## config.mk

```make
export PLATFORM = sky130hd
export DESIGN_NAME = gray_conv_arbiter
export DESIGN_NICKNAME = d
export VERILOG_FILES = /design/src/rtl/gray_conv_arbiter_pkg.sv /design/src/rtl/gray_conv_arbiter_bin2gray.sv /design/src/rtl/gray_conv_arbiter.sv
export SDC_FILE = /design/constraint.sdc
export NUM_CORES = 1
export LEC_CHECK = 0
export CAP_MARGIN = 20
export CELL_PAD_IN_SITES_DETAIL_PLACEMENT = 1
export CELL_PAD_IN_SITES_GLOBAL_PLACEMENT = 1
export CORE_MARGIN = 3
export CORE_UTILIZATION = 34
export DETAILED_ROUTE_END_ITERATION = 8
export PLACE_DENSITY = 0.9
export SLEW_MARGIN = 20
export SYNTH_ARGS = -nofsm -noshare
export SYNTH_HDL_FRONTEND = slang
export SYNTH_SLANG_ARGS = --single-unit
```

## constraint.sdc

```tcl
create_clock -name clk -period 3.01 [get_ports clk]
set_input_delay 0.301 -clock clk [delete_from_list [all_inputs] [get_ports clk]]
set_output_delay 0.301 -clock clk [all_outputs]
set_load 0.005 [all_outputs]
```

## src/rtl/gray_conv_arbiter_pkg.sv

```systemverilog
// Shared definitions for the round-robin Gray-converter arbiter: FSM encoding,
// operand width and default requester configuration.
package gray_conv_arbiter_pkg;

    localparam int GC_DW    = 8;
    localparam int DEF_NREQ = 4;
    localparam int DEF_IDW  = 2;

    typedef enum logic [1:0] {
        IDLE = 2'd0,
        CONV = 2'd1,
        HOLD = 2'd2
    } state_t;

endpackage

```

## src/rtl/gray_conv_arbiter_bin2gray.sv

```systemverilog
// Existing 8-bit gate-level binary-to-Gray converter. Each nibble is converted
// independently, so bit 3 passes straight through like bit 7.
module bin2gray
    import gray_conv_arbiter_pkg::*;
(
    input  logic [GC_DW-1:0] bin,
    output logic [GC_DW-1:0] gray
);

    assign gray[7]   = bin[7];
    assign gray[6:4] = bin[7:5] ^ bin[6:4];
    assign gray[3]   = bin[3];
    assign gray[2:0] = bin[3:1] ^ bin[2:0];

endmodule

```

## src/rtl/gray_conv_arbiter.sv

```systemverilog
// Round-robin arbiter sharing one bin2gray converter between NREQ requesters.
// Optional macro GRAY_PARITY_EN adds out_par, the XOR of the registered out_gray.
module gray_conv_arbiter
    import gray_conv_arbiter_pkg::*;
#(
    parameter int NREQ = DEF_NREQ,
    parameter int IDW  = DEF_IDW
) (
    input  logic                  clk,
    input  logic                  rst,
    input  logic [NREQ-1:0]       req,
    input  logic [GC_DW*NREQ-1:0] bin_in,
    output logic [NREQ-1:0]       ack,
    output logic                  out_valid,
    input  logic                  out_ready,
    output logic [GC_DW-1:0]      out_gray,
    output logic [IDW-1:0]        out_id,
`ifdef GRAY_PARITY_EN
    output logic                  out_par,
`endif
    output logic                  busy
);

    state_t           state, state_nxt;
    logic [IDW-1:0]   rr_ptr;
    logic [IDW-1:0]   id_reg;
    logic [IDW-1:0]   winner;
    logic [GC_DW-1:0] op_reg;
    logic [GC_DW-1:0] gray_res;
    logic [GC_DW-1:0] ops [NREQ];

    // First requester strictly after ptr, wrapping modulo NREQ; ptr itself is searched last.
    function automatic logic [IDW-1:0] rr_next(input logic [NREQ-1:0] r,
                                               input logic [IDW-1:0]  ptr);
        logic [IDW:0]   cand;
        logic [IDW-1:0] win;
        logic           found;
        win   = ptr;
        found = 1'b0;
        for (int i = 1; i <= NREQ; i++) begin
            cand = {1'b0, ptr} + (IDW+1)'(i);
            if (cand >= (IDW+1)'(NREQ)) begin
                cand = cand - (IDW+1)'(NREQ);
            end
            if (!found && r[cand[IDW-1:0]]) begin
                found = 1'b1;
                win   = cand[IDW-1:0];
            end
        end
        return win;
    endfunction

    always_comb begin
        for (int i = 0; i < NREQ; i++) begin
            ops[i] = bin_in[i*GC_DW +: GC_DW];
        end
    end

    assign winner = rr_next(req, rr_ptr);

    bin2gray u_bin2gray (
        .bin  (op_reg),
        .gray (gray_res)
    );

    always_ff @(posedge clk or posedge rst) begin
        if (rst) begin
            state <= IDLE;
        end else begin
            state <= state_nxt;
        end
    end

    // NOTE: every output of this block is given a default first, so no path leaves it unassigned and no latch is inferred.
    always_comb begin
        state_nxt = state;
        case (state)
            IDLE:    if (|req) state_nxt = CONV;
            CONV:    state_nxt = HOLD;
            HOLD:    if (out_ready) state_nxt = IDLE;
            default: state_nxt = IDLE;
        endcase
    end

    // ack is decoded from the state so an asynchronous reset clears it at once.
    always_comb begin
        ack = '0;
        if (state == CONV) begin
            ack[id_reg] = 1'b1;
        end
    end

    assign busy = (state != IDLE);

    // NOTE: sequential state uses non-blocking assignments so every register samples pre-edge values.
    always_ff @(posedge clk or posedge rst) begin
        if (rst) begin
            rr_ptr    <= IDW'(NREQ - 1);
            id_reg    <= '0;
            op_reg    <= '0;
            out_valid <= 1'b0;
            out_gray  <= '0;
            out_id    <= '0;
`ifdef GRAY_PARITY_EN
            out_par   <= 1'b0;
`endif
        end else begin
            case (state)
                IDLE: begin
                    if (|req) begin
                        op_reg <= ops[winner];
                        id_reg <= winner;
                        rr_ptr <= winner;
                    end
                end
                CONV: begin
                    out_gray  <= gray_res;
                    out_id    <= id_reg;
                    out_valid <= 1'b1;
`ifdef GRAY_PARITY_EN
                    out_par   <= ^gray_res;
`endif
                end
                HOLD: begin
                    if (out_ready) begin
                        out_valid <= 1'b0;
                    end
                end
                default: begin
                    out_valid <= 1'b0;
                end
            endcase
        end
    end

endmodule

```

# ---- Word-level counts from Yosys, hierarchy flattened
# Cells that the tools add are included.
dict set report word_totals {
  in_bits 39
  reg_bits 25
  out_inout_bits 16
  wordCells 77
}
dict set report op_classes {
  eq_ne 4
  mux 30
  magnitude_cmp 11
  n_addsub 8
  n_reduce_logical 13
  bitwise_logic 4
}
# op n
set ops {}
lappend ops {{2-bit two-way mux} 10}
lappend ops {{8-bit binary-select mux with 2-bit select} 1}
lappend ops {{8-bit two-way mux} 2}
lappend ops {{3-bit greater-or-equal comparator, second input constant} 5}
lappend ops {{2-bit by 3-bit less-than comparator with 1-bit output, second input constant} 5}
lappend ops {{1-bit two-way mux} 9}
lappend ops {{1-bit binary-select mux with 2-bit select} 4}
lappend ops {{2-bit by 1-bit subtractor with 2-bit output, second input constant} 4}
lappend ops {{2-bit by 2-bit adder with 3-bit output, second input constant} 2}
lappend ops {{2-bit one-hot mux with 3 select lines} 1}
lappend ops {{2-bit AND reduction} 3}
lappend ops {{3-bit XOR} 2}
lappend ops {{1-bit logical AND} 4}
lappend ops {{4-bit two-way mux} 1}
lappend ops {{2-bit inequality test, second input constant} 2}
lappend ops {{4-bit OR reduction} 1}
lappend ops {{2-bit by 1-bit adder with 3-bit output, second input constant} 1}
lappend ops {{2-bit by 3-bit adder with 3-bit output, second input constant} 1}
lappend ops {{1-bit zero test} 3}
lappend ops {{2-bit NOT with 3-bit output} 1}
lappend ops {{1-bit one-hot mux with 3 select lines} 1}
lappend ops {{1-bit demux with 2-bit select} 1}
lappend ops {{2-bit by 1-bit == test with 1-bit output, second input constant} 1}
lappend ops {{2-bit == test, second input constant} 1}
lappend ops {{4 further kinds} 4}

# ---- Longest topological paths before layout
# Gate-level depths: netlist of the first run.
dict set report depth {
  ltp_word 19
  mapped_depth 8
  ltp_nobuf 5
}

# ---- Modules after synthesis
# A second synthesis of the first run with hierarchy kept.
dict set report hier_totals {
  cells_unflattened 156
  hier_area_um2 1448.9
}
# mod cells_each area_per_inst_um2 seq_area_each_um2 n_inst
set modules_own_cells {}
lappend modules_own_cells {gray_conv_arbiter 148 1381.3 628.1 1}
lappend modules_own_cells {bin2gray 8 67.6 0.0 1}

# ---- Worst setup path after synthesis of the first run
# OpenSTA, ideal clock, no wires.
dict set report synth_path {
  path_type {register -> register}
  startpoint {register rr_ptr[1]}
  endpoint {register op_reg[0]}
  required_time_ns 2.855
  synth_period_minus_slack_ns 1.748
  arrival_time_ns 1.593
  path_buffers 3
  slack_ns 1.262
  stages_incl_launch_ff 9
  setup_time_ns 0.155
  path_cell_list {dfstp_2 > nand2_1 > a21o_1 > buf_6 > and3_4 > buf_12 > buf_12 > a211oi_2 > a211oi_1}
}
dict set report synth_between {
  elab_chain_cells 19
  elab_cells_between_ends 41
  cone_classes {8 x add/sub; 4 x order compare; 22 x mux; 1 x bitwise; 6 x reduce/logical}
}
# item line_no
set synth_lines {}
lappend synth_lines {{start, declared} gray_conv_arbiter.sv:25} ;# logic [IDW-1:0] rr_ptr;
lappend synth_lines {{start signal, assigned} gray_conv_arbiter.sv:98} ;# rr_ptr <= IDW'(NREQ - 1);
lappend synth_lines {{start signal, assigned} gray_conv_arbiter.sv:113} ;# rr_ptr <= winner;
lappend synth_lines {{2-bit by 1-bit adder with 3-bit output} gray_conv_arbiter.sv:41} ;# cand = {1'b0, ptr} + (IDW+1)'(i);
lappend synth_lines {{3-bit greater-or-equal comparator or 2-bit by 1-bit subtractor with 2-bit output (tied branches)} {gray_conv_arbiter.sv:42, gray_conv_arbiter.sv:43}}
lappend synth_lines {{2-bit two-way mux} gray_conv_arbiter.sv:42} ;# if (cand >= (IDW+1)'(NREQ)) begin
lappend synth_lines {{1-bit binary-select mux with 2-bit select} gray_conv_arbiter.sv:45} ;# if (!found && r[cand[IDW-1:0]]) begin
lappend synth_lines {{1-bit two-way mux (not written as such)} gray_conv_arbiter.sv:45}
lappend synth_lines {{1-bit two-way mux} gray_conv_arbiter.sv:45}
lappend synth_lines {{1-bit zero test} gray_conv_arbiter.sv:45}
lappend synth_lines {{1-bit logical AND} gray_conv_arbiter.sv:45}
lappend synth_lines {{(+2 left out)} --}
lappend synth_lines {{1-bit logical AND} gray_conv_arbiter.sv:45}
lappend synth_lines {{1-bit two-way mux} gray_conv_arbiter.sv:45}
lappend synth_lines {{1-bit zero test} gray_conv_arbiter.sv:45}
lappend synth_lines {{1-bit logical AND} gray_conv_arbiter.sv:45}
lappend synth_lines {{2-bit two-way mux *} gray_conv_arbiter.sv:45}
lappend synth_lines {{2-bit NOT with 3-bit output (not written as such) *} gray_conv_arbiter.sv:111} ;# op_reg <= ops[winner];
lappend synth_lines {{8-bit binary-select mux with 2-bit select *} gray_conv_arbiter.sv:111}
lappend synth_lines {{8-bit two-way mux (not written as such) * (2 in series)} gray_conv_arbiter.sv:111}
lappend synth_lines {{end signal, assigned} gray_conv_arbiter.sv:111}
lappend synth_lines {{end, declared} gray_conv_arbiter.sv:28} ;# logic [GC_DW-1:0] op_reg;
# Mark *: on every way between the ends. The rest lies on a longest branch, timed or not. The select of a mux whose other input is x is not followed.
# A chain may end at the register's enable or synchronous reset.

# ---- Final worst setup path of the first run
dict set report layout_path {
  startpoint {register state[1]}
  endpoint {output port ack[0]}
}
dict set report layout_between {
  elab_chain_cells 2
}
# item line_no
set layout_lines {}
lappend layout_lines {{start, declared} gray_conv_arbiter.sv:24} ;# state_t state, state_nxt;
lappend layout_lines {{start signal, assigned} gray_conv_arbiter.sv:70} ;# state <= state_nxt;
lappend layout_lines {{2-bit by 1-bit == test with 1-bit output} gray_conv_arbiter.sv:88} ;# if (state == CONV) begin
lappend layout_lines {{4-bit two-way mux} gray_conv_arbiter.sv:88}
lappend layout_lines {{end, declared} gray_conv_arbiter.sv:13} ;# output logic [NREQ-1:0] ack,
# No other way between the ends.

==> impl_results.rst, run 1 <==
.. list-table::
   :header-rows: 1

   * - Metric
     - Value
   * - Count of non-filler cells in the finished layout
     - between 200 and 250
   * - Remaining DRCs
     - 0
   * - Data arrival at the endpoint of the critical path
     - slightly above 2 ns
   * - Series of cell instances along the critical path
     - nand2b_1 -> nor3_1 -> clkdlybuf4s50_1
   * - Clock Pin Slew Worst Setup and Hold Paths
     - 0.08 ns
   * - Clock skew
     - around 0.0012 ns
   * - Clock sink count
     - 25
   * - Count of flip-flops with a built-in enable after synthesis
     - 0
   * - Number of antenna-violating nets in the routed design
     - 0
   * - Hold violation count in the final report
     - 0
   * - Routed via count
     - 1,262
   * - CTS buffer count
     - 3
   * - Avg Cell Area, Syn
     - roughly 9.6 sq um
   * - Class of the most critical hold timing path
     - in -> async
   * - Instance count of the mapped netlist
     - roughly 150
   * - Average wire per standard cell
     - ~15 um
   * - Detail Placement HPWL
     - roughly 3000 um
   * - Layout Cell Area excl Fill
     - around 2000 sq um
   * - Placer Congestion
     - 0.826
   * - Worst Path Required
     - between 2 and 3 ns
   * - Run status
     - complete, no violations
   * - Worst skew pair latency
     - 0.26 ns
   * - Pin count of the biggest net entering global routing
     - 26
   * - Number of different library cells in the post-synthesis netlist
     - 31
   * - Full die area
     - 4980 sq um
   * - Via count of the first global-routing pass
     - about 1,400
   * - Cell area after synthesis
     - 1420 sq um
   * - Final count of pins violating max slew
     - 0
   * - Gates resized, CTS repair
     - 0
   * - Horizontal extent of the die
     - roughly 71 um
   * - Number of filler instances in the final layout
     - roughly 440
   * - Number of warnings reported in the yosys synthesis log
     - 0
   * - Rel. slew slack
     - between 50% and 60%
   * - 1st-iter DRT viols
     - 27
   * - Area contributors post-synth
     - sky130_fd_sc_hd__dfrtp_1 41%, sky130_fd_sc_hd__a211oi_2 7.1%, sky130_fd_sc_hd__mux2i_1 5.6%, sky130_fd_sc_hd__nand2_1 5.6%, sky130_fd_sc_hd__a211oi_1 4.2%
   * - Worst path max stage delay
     - approximately 0.56 ns
   * - Sequential share of the synthesized area
     - 44.3%
   * - Number of hold buffers added after CTS
     - 0
   * - Number of cells in the design after placement
     - approximately 240
   * - Total nets after synthesis
     - roughly 190
   * - Time the final worst path needs with I/O delays and setup
     - 2.32 ns
   * - Clock tree from TritonCTS
     - done
   * - Post-CTS setup-driven buffer insertion count
     - 0
   * - Maximum clock rate
     - approximately 0.43 GHz
   * - Slew of the pin with the lowest slew margin
     - 0.670 ns
   * - Total Nets Final
     - roughly 240
   * - Vias per cell
     - between 5 and 6
   * - Total global-route track usage
     - between 15 and 20%
   * - Primary flip-flop cell chosen by synthesis mapping
     - sky130_fd_sc_hd__dfrtp_1
   * - Layout area overhead
     - 42.2%
   * - I/O pin cnt
     - 55
   * - Cell taking the most area after synthesis
     - sky130_fd_sc_hd__dfrtp_1
   * - Post-Place Cell Area
     - between 1500 and 2000 sq um
   * - Count of endpoints failing setup in the final report
     - 0
   * - Crit. End Element
     - output pin
   * - Flop and latch count out of synthesis
     - 25
   * - CTS Root Cell
     - sky130_fd_sc_hd__clkbuf_8
   * - Max Root-Sink Buffers
     - 2
   * - Initial Util
     - a little under two fifths
   * - Number of buffers added on ports
     - 54
   * - # Max-Cap Violations
     - 0
   * - Power density of the placed cells
     - around 910 nW/um^2
   * - Hold_ws
     - 0.374 ns
   * - Post-route total power
     - ~1.8 mW
   * - Ys async rst share
     - 100%
   * - Total Wirelength
     - about 3700 um
   * - Kind of critical path
     - reg -> out
   * - Final period util
     - ~77%
   * - Number of antenna repair diodes
     - 0
   * - CP startpoint kind
     - flop
   * - Peak supply drop
     - 0.353 mV
   * - Share of the synthesized area in the top cell type
     - between 40% and 50%
   * - Setup repair after global routing missed its margin
     - false
   * - Layout cell share with drive strength beyond 1
     - around 9.0%
   * - CTS H-Tree Depth
     - 1
   * - Number of placement rows
     - 22
   * - Static Leak
     - roughly 0.84 nW
   * - Top fanout value on the critical path
     - 19
   * - Library cell contributing the largest single delay on the critical path
     - sky130_fd_sc_hd__clkdlybuf4s50_1
   * - Placeable core area
     - 3830 sq um
   * - First-pass GRT wire length
     - 6260 um
   * - First-pass detailed-route iteration total
     - 4
   * - Die height
     - 70.6 um
   * - Initial antenna violation count
     - 0
   * - Final TNS setup
     - 0 ns
   * - Total overflow reported by the global router
     - 0
==> layer usage <==
metal,track usage [%],share of wire (%)
met3,1.99,5.7
met2,29.1,53
met4,5.01,0.97
met5,0,0
met1,18.4,41
==> synthesized netlist by cell type (2+ instances only) <==
cell and number:
sky130_fd_sc_hd__o21ai_0 8, sky130_fd_sc_hd__nand2_1 21, sky130_fd_sc_hd__a211oi_1 8, sky130_fd_sc_hd__xnor2_1 6
sky130_fd_sc_hd__nor2_1 16, sky130_fd_sc_hd__inv_1 10, sky130_fd_sc_hd__clkbuf_1 2, sky130_fd_sc_hd__a31oi_1 9
sky130_fd_sc_hd__o21a_1 2, sky130_fd_sc_hd__nor2b_1 2, sky130_fd_sc_hd__mux2i_1 8, sky130_fd_sc_hd__a211oi_2 8
sky130_fd_sc_hd__nand2b_1 4, sky130_fd_sc_hd__a21oi_1 2, sky130_fd_sc_hd__dfstp_2 2, sky130_fd_sc_hd__buf_12 2
sky130_fd_sc_hd__dfrtp_1 23, sky130_fd_sc_hd__nor3_1 2
==> cell families (layout without fill, tap and decap cells) <==
| kind of cell | count (synthesis) | after routing | synth area share (%) |
|---|---|---|---|
| multiplexers | 8 | 8 | 5.64 |
| AO/OA/AOI/OAI | 40 | 40 | 21.5 |
| XOR/XNOR | 6 | 6 | 3.70 |
| flip-flops | 25 | 25 | 44.3 |
| AND/OR/NAND/NOR | 53 | 53 | 17.8 |
| buffers and inverters | 16 | 69 | 7.05 |
==> placed cells by master, fill, tap and decap left out, types with 3 or more instances in the layout <==
cell type,n
sky130_fd_sc_hd__a211oi_1,8
sky130_fd_sc_hd__a211oi_2,8
sky130_fd_sc_hd__a31oi_1,9
sky130_fd_sc_hd__clkbuf_8,3
sky130_fd_sc_hd__clkdlybuf4s50_1,54
sky130_fd_sc_hd__dfrtp_1,23
sky130_fd_sc_hd__inv_1,10
sky130_fd_sc_hd__mux2i_1,8
sky130_fd_sc_hd__nand2_1,21
sky130_fd_sc_hd__nand2b_1,4
sky130_fd_sc_hd__nor2_1,16
sky130_fd_sc_hd__o21ai_0,8
sky130_fd_sc_hd__xnor2_1,6
==> power breakdown <==
group	switching, mW	internal (mW)	leakage [nW]	total [mW]
sequential	0.152	0.522	0.290	0.675
combinational	0.466	0.492	0.525	0.959
clock	0.0971	0.0945	0.0228	0.192
total	0.716	1.11	0.838	1.83
==> area by class of cell <==
type / count / area, sq um / area share, %
clock buffers: 4 / 45.0 / 2.23
inverters: 10 / 37.5 / 1.86
flip-flops and latches: 25 / 628 / 31.1
well taps: 48 / 60.1 / 2.98
repair buffers: 55 / 556 / 27.5
multi-input cells: 107 / 691 / 34.2
==> critical path: cells and delay by family, from the launching register on <==
family | cells | cell delay [ns]
and+or+nand+nor | 2 | 0.78
DFF | 1 | 0.41
buffers and inverters | 1 | 0.56
==> final timing paths <==
kind,cells after the start,startpoint,slack (ns),end
worst max-delay path,3,state[1],0.69,ack[0]
worst min-delay path,2,rst,0.37,out_id[0]
worst max register to register,4,state[0],0.99,op_reg[2]
worst min register to register,2,out_gray[4],0.48,out_gray[4]
max in group asynchronous,3,rst,2.08,rr_ptr[0]
min in group clk,2,out_gray[4],0.48,out_gray[4]
==> through the flow <==
stage | setup slack [ns] | utilization [%]
6_report | 0.690 | 52.7
3_5_place_dp | 0.721 | 51.1
3_3_place_gp | 0.872 | 51.1
4_1_cts | 0.647 | 52.3
5_1_grt | 0.530 | 52.7
2_1_floorplan | 1.26 | -
Power figures use the tool's default switching activity.
==> inputs of run 2 (changes only) <==
--- a/config.mk
+++ b/config.mk
@@ -9,9 +9,9 @@
 export CELL_PAD_IN_SITES_DETAIL_PLACEMENT = 1
 export CELL_PAD_IN_SITES_GLOBAL_PLACEMENT = 1
 export CORE_MARGIN = 3
-export CORE_UTILIZATION = 34
+export CORE_UTILIZATION = 29
 export DETAILED_ROUTE_END_ITERATION = 8
-export PLACE_DENSITY = 0.9
+export PLACE_DENSITY = 0.82
 export SLEW_MARGIN = 20
 export SYNTH_ARGS = -nofsm -noshare
 export SYNTH_HDL_FRONTEND = slang
==> constraint.sdc (replaced) <==
create_clock -name clk -period 2.1 [get_ports clk]
set_input_delay 0.21 -clock clk [delete_from_list [all_inputs] [get_ports clk]]
set_output_delay 0.21 -clock clk [all_outputs]
set_load 0.005 [all_outputs]
==> run 2 against run 1 <==
Net effect: highest routed layer unchanged; first-iteration DRC count up 67%; sequential power up 44%; clock-buffer cell count down 1; clock skew up 0.00066 ns; critical path type is now reg -> reg; sequential share of layout area down 0.57 points; final area up 1.9%.
==> impl_results.rst, run 2 (synthesized netlist as in run 1, its figures left out) <==
.. list-table::
   :header-rows: 1

   * - Metric
     - Value
   * - Crit. End Element
     - flop (was output pin)
   * - Maximum clock rate
     - approximately 0.5 GHz
   * - CTS H-Tree Depth
     - 1 (unchanged)
   * - CP startpoint kind
     - flop (unchanged)
   * - Initial Util
     - 31.3% (was 37.1%)
   * - Internal reg-to-reg setup slack
     - 0.14 ns (was 0.99 ns)
   * - Final count of pins violating max slew
     - 0 (unchanged)
   * - Static Leak
     - 0.852 nW (was 0.838 nW)
   * - Top fanout value on the critical path
     - 18 (was 19)
   * - Post-CTS setup-driven buffer insertion count
     - 0 (unchanged)
   * - CTS buffer count
     - 3 (unchanged)
   * - Worst skew pair latency
     - 0.27 ns (was 0.26 ns)
   * - Clock skew
     - 0.00189 ns (was 0.00124 ns)
   * - Run status
     - complete, no violations (unchanged)
   * - Number of antenna repair diodes
     - 0 (unchanged)
   * - Number of cells in the design after placement
     - 265 (was 244)
   * - Class of the most critical hold timing path
     - in -> async (unchanged)
   * - Routed via count
     - 1,235 (was 1,262)
   * - Clock sink count
     - 25 (unchanged)
   * - Count of endpoints failing setup in the final report
     - 0 (unchanged)
   * - Max Root-Sink Buffers
     - 2 (unchanged)
   * - Initial antenna violation count
     - 0 (unchanged)
   * - Number of placement rows
     - 24 (was 22)
   * - Die height
     - 75.9 um (was 70.6 um)
   * - Time the final worst path needs with I/O delays and setup
     - a little under 2 ns
   * - Final TNS setup
     - 0 ns (unchanged)
   * - Count of non-filler cells in the finished layout
     - 269 (was 249)
   * - First-pass GRT wire length
     - 5940 um (was 6260 um)
   * - 1st-iter DRT viols
     - 45 (was 27)
   * - Clock tree from TritonCTS
     - done (unchanged)
   * - Total global-route track usage
     - 12.5% (was 15.6%)
   * - Power density of the placed cells
     - 1290 nW/um^2 (was 905 nW/um^2)
   * - Placeable core area
     - 4530 sq um (was 3830 sq um)
   * - Setup repair after global routing missed its margin
     - false (unchanged)
   * - Remaining DRCs
     - 0 (unchanged)
   * - Vias per cell
     - 4.59 (was 5.07)
   * - Total overflow reported by the global router
     - 0 (unchanged)
   * - Slew of the pin with the lowest slew margin
     - 0.764 ns (was 0.670 ns)
   * - # Max-Cap Violations
     - 0 (unchanged)
   * - Kind of critical path
     - reg -> reg (was reg -> out)
   * - Horizontal extent of the die
     - 75.9 um (was 70.6 um)
   * - Layout cell share with drive strength beyond 1
     - 10.8% (was 8.96%)
   * - I/O pin cnt
     - 55 (unchanged)
   * - Average wire per standard cell
     - 13.3 um (was 14.9 um)
   * - Number of filler instances in the final layout
     - 536 (was 442)
   * - Total Wirelength
     - 3570 um (was 3700 um)
   * - Most used cells in the layout excluding fill and tap cells
     - 54 x sky130_fd_sc_hd__clkdlybuf4s50_1, 23 x sky130_fd_sc_hd__dfrtp_1, 21 x sky130_fd_sc_hd__nand2_1 (unchanged)
   * - Total Nets Final
     - 244 (was 241)
   * - CTS Root Cell
     - sky130_fd_sc_hd__clkbuf_8 (unchanged)
   * - Data arrival at the endpoint of the critical path
     - 2.08 ns (was 2.02 ns)
   * - Leading cell type in the layout, fill and taps excluded
     - sky130_fd_sc_hd__clkdlybuf4s50_1 (unchanged)
   * - Hold violation count in the final report
     - 0 (unchanged)
   * - Detail Placement HPWL
     - 2900 um (was 3020 um)
   * - Placer Congestion
     - 0.734 (was 0.826)
   * - Full die area
     - 5770 sq um (was 4980 sq um)
   * - Peak supply drop
     - 0.536 mV (was 0.353 mV)
   * - Number of hold buffers added after CTS
     - 0 (unchanged)
   * - Clock Pin Slew Worst Setup and Hold Paths
     - 0.08 ns (about the same)
   * - Final period util
     - ~93%
   * - Worst Path Required
     - 2.22 ns (was 2.71 ns)
   * - Number of buffers added on ports
     - 54 (unchanged)
   * - Pin count of the biggest net entering global routing
     - 26 (unchanged)
   * - Number of antenna-violating nets in the routed design
     - 0 (unchanged)
   * - Rel. slew slack
     - 48.9% (was 55.2%)
   * - Gates resized, CTS repair
     - 0 (unchanged)
   * - First-pass detailed-route iteration total
     - 2 (was 4)
   * - Via count of the first global-routing pass
     - 1,250 (was 1,377)
   * - Layout area overhead
     - 44.8% (was 42.2%)
-- run 2: layout make-up --
class                   instances  area, sq um  area share, %
clock buffers                   3         41.3           2.01
clock inverters                 1         5.00          0.244
inverters                      10         37.5           1.83
multi-input cells             107          691           33.6
flip-flops and latches         25          628           30.6
well taps                      65         81.3           3.96
repair buffers                 58          571           27.8
-- run 2: layer usage --
metal	GRT usage (%)	up-vias	part of all wire (%)
li1	-	625	-
met1	15.2	565	45
met2	21.6	41	47
met3	3.08	4	6.2
met4	4.35	0	1.4
met5	0	-	0
-- run 2: path summary, 6_finish.rpt --
kind                                   from  depth (start not counted)           to
worst max-delay path              rr_ptr[1]                          5    op_reg[1]
worst min-delay path                    rst                          3    out_id[0]
worst max register to register    rr_ptr[1]                          5    op_reg[1]
worst min register to register  out_gray[3]                          2  out_gray[3]
max in group asynchronous               rst                          3    rr_ptr[1]
min in group clk                out_gray[3]                          2  out_gray[3]
-- run 2: worst max-delay path, stage by stage (launching register included) --
cell and delay, ns:
sky130_fd_sc_hd__dfstp_2 0.59, sky130_fd_sc_hd__nand2b_1 0.12, sky130_fd_sc_hd__a21o_1 0.27, sky130_fd_sc_hd__and3_4 0.43
sky130_fd_sc_hd__mux2i_1 0.29, sky130_fd_sc_hd__a211oi_1 0.10
-- run 2: power by group --
group	switching [mW]	leakage [nW]	internal, mW	total [mW]
registers	0.221	0.290	0.748	0.970
clock network	0.148	0.0255	0.133	0.281
logic	0.670	0.536	0.735	1.41
total	1.04	0.852	1.62	2.66
-- run 2: metrics by stage --
stage	setup slack [ns]	hold slack (ns)	cell area [sq um]	power, mW	util, %
after floorplan	0.352	0.236	1420	1.90	-
after global placement	0.0751	0.459	2010	2.32	44.3
after detailed placement	-0.0171	0.462	2010	2.41	44.3
after CTS	0.115	0.306	2050	2.70	45.3
after global routing	0.00919	0.364	2050	2.88	45.3
final	0.139	0.291	2050	2.66	45.3
==> inputs of run 3 (changes only) <==
--- a/config.mk
+++ b/config.mk
@@ -6,7 +6,7 @@
 export NUM_CORES = 1
 export LEC_CHECK = 0
 export CAP_MARGIN = 20
-export CELL_PAD_IN_SITES_DETAIL_PLACEMENT = 1
+export CELL_PAD_IN_SITES_DETAIL_PLACEMENT = 0
 export CELL_PAD_IN_SITES_GLOBAL_PLACEMENT = 1
 export CORE_MARGIN = 3
 export CORE_UTILIZATION = 29
==> run 3 against run 2 <==
Net effect: register-to-register slack gained 0.04 ns; wire length fell by 11%; die area stayed put; final area hardly changed; via count fell by 4.6%; sequential share of layout area about the same; global-route usage is 1.3 points lower; fmax is 1.8% higher; combinational power about the same; total power fell by 1.6%.
==> impl_results.rst, run 3 (synthesized netlist as in run 1, its figures left out) <==
.. list-table::
   :header-rows: 1

   * - Metric
     - Value
   * - Number of placement rows
     - 24 (unchanged)
   * - Crit. End Element
     - output pin (was flop)
   * - 1st-iter DRT viols
     - 93 (was 45)
   * - CTS Root Cell
     - sky130_fd_sc_hd__clkbuf_8 (unchanged)
   * - Average wire per standard cell
     - 11.7 um (was 13.3 um)
   * - Pin count of the biggest net entering global routing
     - 26 (unchanged)
   * - Number of buffers added on ports
     - 54 (unchanged)
   * - Hold violation count in the final report
     - 0 (unchanged)
   * - Series of cell instances along the critical path
     - nand2b_1 -> nor3b_1 -> clkdlybuf4s50_1 (was nand2b_1 -> a21o_1 -> and3_4 -> mux2i_1 -> a211oi_1)
   * - Buffers & Inverters on Critical Path
     - 1 (was 0)
   * - Kind of critical path
     - reg -> out (was reg -> reg)
   * - Final period util
     - 91.7% (was 93.4%)
   * - # Max-Cap Violations
     - 0 (unchanged)
   * - Total Nets Final
     - 244 (unchanged)
   * - Placeable core area
     - 4530 sq um (unchanged)
   * - Vias per cell
     - 4.38 (was 4.59)
   * - I/O pin cnt
     - 55 (unchanged)
   * - Worst Path Required
     - 1.89 ns (was 2.22 ns)
   * - Number of hold buffers added after CTS
     - 0 (unchanged)
   * - Initial antenna violation count
     - 0 (unchanged)
   * - Clock tree from TritonCTS
     - done (unchanged)
   * - Gates resized, CTS repair
     - 0 (unchanged)
   * - Slew of the pin with the lowest slew margin
     - 0.766 ns (was 0.764 ns)
   * - Remaining DRCs
     - 0 (unchanged)
   * - Die height
     - 75.9 um (unchanged)
   * - Layout area overhead
     - 44.9% (was 44.8%)
   * - Number of antenna-violating nets in the routed design
     - 0 (unchanged)
   * - Clock skew
     - 0.000945 ns (was 0.00189 ns)
   * - Beginning of the critical path
     - state[1] (was rr_ptr[1])
   * - Worst flop-to-flop path endpoint
     - op_reg[1] (unchanged)
   * - Total Wirelength
     - 3160 um (was 3570 um)
   * - CP startpoint kind
     - flop (unchanged)
   * - Max Root-Sink Buffers
     - 2 (unchanged)
   * - Met1 WL
     - 1570 um (was 1610 um)
   * - Met3 wire length
     - 218 um (was 220 um)
   * - Leading cell type in the layout, fill and taps excluded
     - sky130_fd_sc_hd__clkdlybuf4s50_1 (unchanged)
   * - Count of endpoints failing setup in the final report
     - 0 (unchanged)
   * - Final TNS setup
     - 0 ns (unchanged)
   * - Total global-route track usage
     - 11.2% (was 12.5%)
   * - Layout Utilization
     - 45.3% (about the same)
   * - Run status
     - complete, no violations (unchanged)
   * - Layout cell share with drive strength beyond 1
     - 10.8% (unchanged)
   * - Library cell contributing the largest single delay on the critical path
     - sky130_fd_sc_hd__clkdlybuf4s50_1 (was sky130_fd_sc_hd__dfstp_2)
   * - Worst skew pair latency
     - 0.26 ns (was 0.27 ns)
   * - Data arrival at the endpoint of the critical path
     - 1.72 ns (was 2.08 ns)
   * - Met2 Routed Length
     - 1360 um (was 1680 um)
   * - Post-Place Cell Area
     - 2010 sq um (unchanged)
   * - Highest metal layer with signal wires
     - met4 (unchanged)
   * - Clock Pin Slew Worst Setup and Hold Paths
     - 0.08 ns (about the same)
   * - Worst path max stage delay
     - 0.53 ns (was 0.59 ns)
   * - Horizontal extent of the die
     - 75.9 um (unchanged)
   * - First-pass GRT wire length
     - 5390 um (was 5940 um)
   * - Setup WS post-layout
     - 0.174 ns (was 0.139 ns)
   * - Worst reg2reg path startpoint
     - rr_ptr[1] (unchanged)
   * - Initial Util
     - 31.3% (unchanged)
   * - CP delay by family, top
     - buffers and inverters (was flip-flops)
   * - Final count of pins violating max slew
     - 0 (unchanged)
   * - Top fanout value on the critical path
     - 5 (was 18)
   * - Most used cells in the layout excluding fill and tap cells
     - 54 x sky130_fd_sc_hd__clkdlybuf4s50_1, 23 x sky130_fd_sc_hd__dfrtp_1, 21 x sky130_fd_sc_hd__nand2_1 (unchanged)
   * - Power density of the placed cells
     - 1270 nW/um^2 (was 1290 nW/um^2)
   * - Internal reg-to-reg setup slack
     - 0.18 ns (was 0.14 ns)
   * - Pre-CTS WS
     - 0.0611 ns (was -0.0171 ns)
   * - Peak supply drop
     - 0.593 mV (was 0.536 mV)
   * - Detail Placement HPWL
     - 2510 um (was 2900 um)
   * - Static Leak
     - 0.850 nW (was 0.852 nW)
   * - Layout Cell Area excl Fill
     - 2060 sq um (was 2050 sq um)
   * - Worst-case reg-to-reg path depth
     - 5 (unchanged)
   * - CTS H-Tree Depth
     - 1 (unchanged)
   * - Time the final worst path needs with I/O delays and setup
     - 1.93 ns (was 1.96 ns)
   * - Setup repair after global routing missed its margin
     - false (unchanged)
   * - Post-CTS setup-driven buffer insertion count
     - 0 (unchanged)
   * - Class of the most critical hold timing path
     - in -> async (unchanged)
   * - Rel. slew slack
     - 48.8% (was 48.9%)
   * - Placer Congestion
     - 0.734 (unchanged)
   * - First-pass detailed-route iteration total
     - 4 (was 2)
   * - Total overflow reported by the global router
     - 0 (unchanged)
   * - Number of antenna repair diodes
     - 0 (unchanged)
   * - Maximum clock rate
     - 0.519 GHz (was 0.510 GHz)
   * - Clock sink count
     - 25 (unchanged)
   * - Full die area
     - 5770 sq um (unchanged)
   * - Routed via count
     - 1,178 (was 1,235)
   * - Via count of the first global-routing pass
     - 1,135 (was 1,250)
   * - CTS buffer count
     - 3 (unchanged)
## run 3: changes by cell type in the layout (fill, tap and decap cells not counted), sizes merged
cell and change:
clkinv -1, clkbuf +1
## run 3: report_power, final
part | switching, mW | leakage [nW] | internal [mW] | total, mW
registers | 0.205 | 0.290 | 0.748 | 0.953
logic | 0.645 | 0.537 | 0.737 | 1.38
clock network | 0.142 | 0.0228 | 0.135 | 0.278
## run 3: area by class of cell
class                   count  area (sq um)
multi-input cells         107           693
fillers                   447          2480
flip-flops and latches     25           628
inverters                  10          37.5
clock buffers               4          45.0
well taps                  65          81.3
repair buffers             58           571
## run 3: routing by layer
layer	vias to the layer above	track usage (%)
met1	509	16.0
met5	-	0
met2	40	16.2
li1	627	-
met3	2	3.08
met4	0	3.80
## run 3: how the worst max path moves through the flow
| stage | end | cells past startpoint |
|---|---|---|
| floorplan | op_reg[0] | 8 |
| global placement | op_reg[2] | 6 |
| detailed placement | op_reg[5] | 6 |
| CTS | ack[1] | 4 |
| global route | ack[2] | 3 |
| finish | ack[2] | 3 |
## run 3: worst register-to-register path, delay by kind of cell (launching register included)
family           cells  cell delay [ns]
AND/OR/NAND/NOR      2             0.55
multiplexers         1             0.27
flip-flops           1             0.59
AO/OA/AOI/OAI        2             0.37
## run 3: stage by stage
stage	instances	power, mW	hold slack (ns)
after floorplan	148	1.90	0.236
after global placement	265	2.32	0.459
after detailed placement	265	2.37	0.463
after CTS	269	2.65	0.305
after global routing	269	2.87	0.347
final	269	2.61	0.291
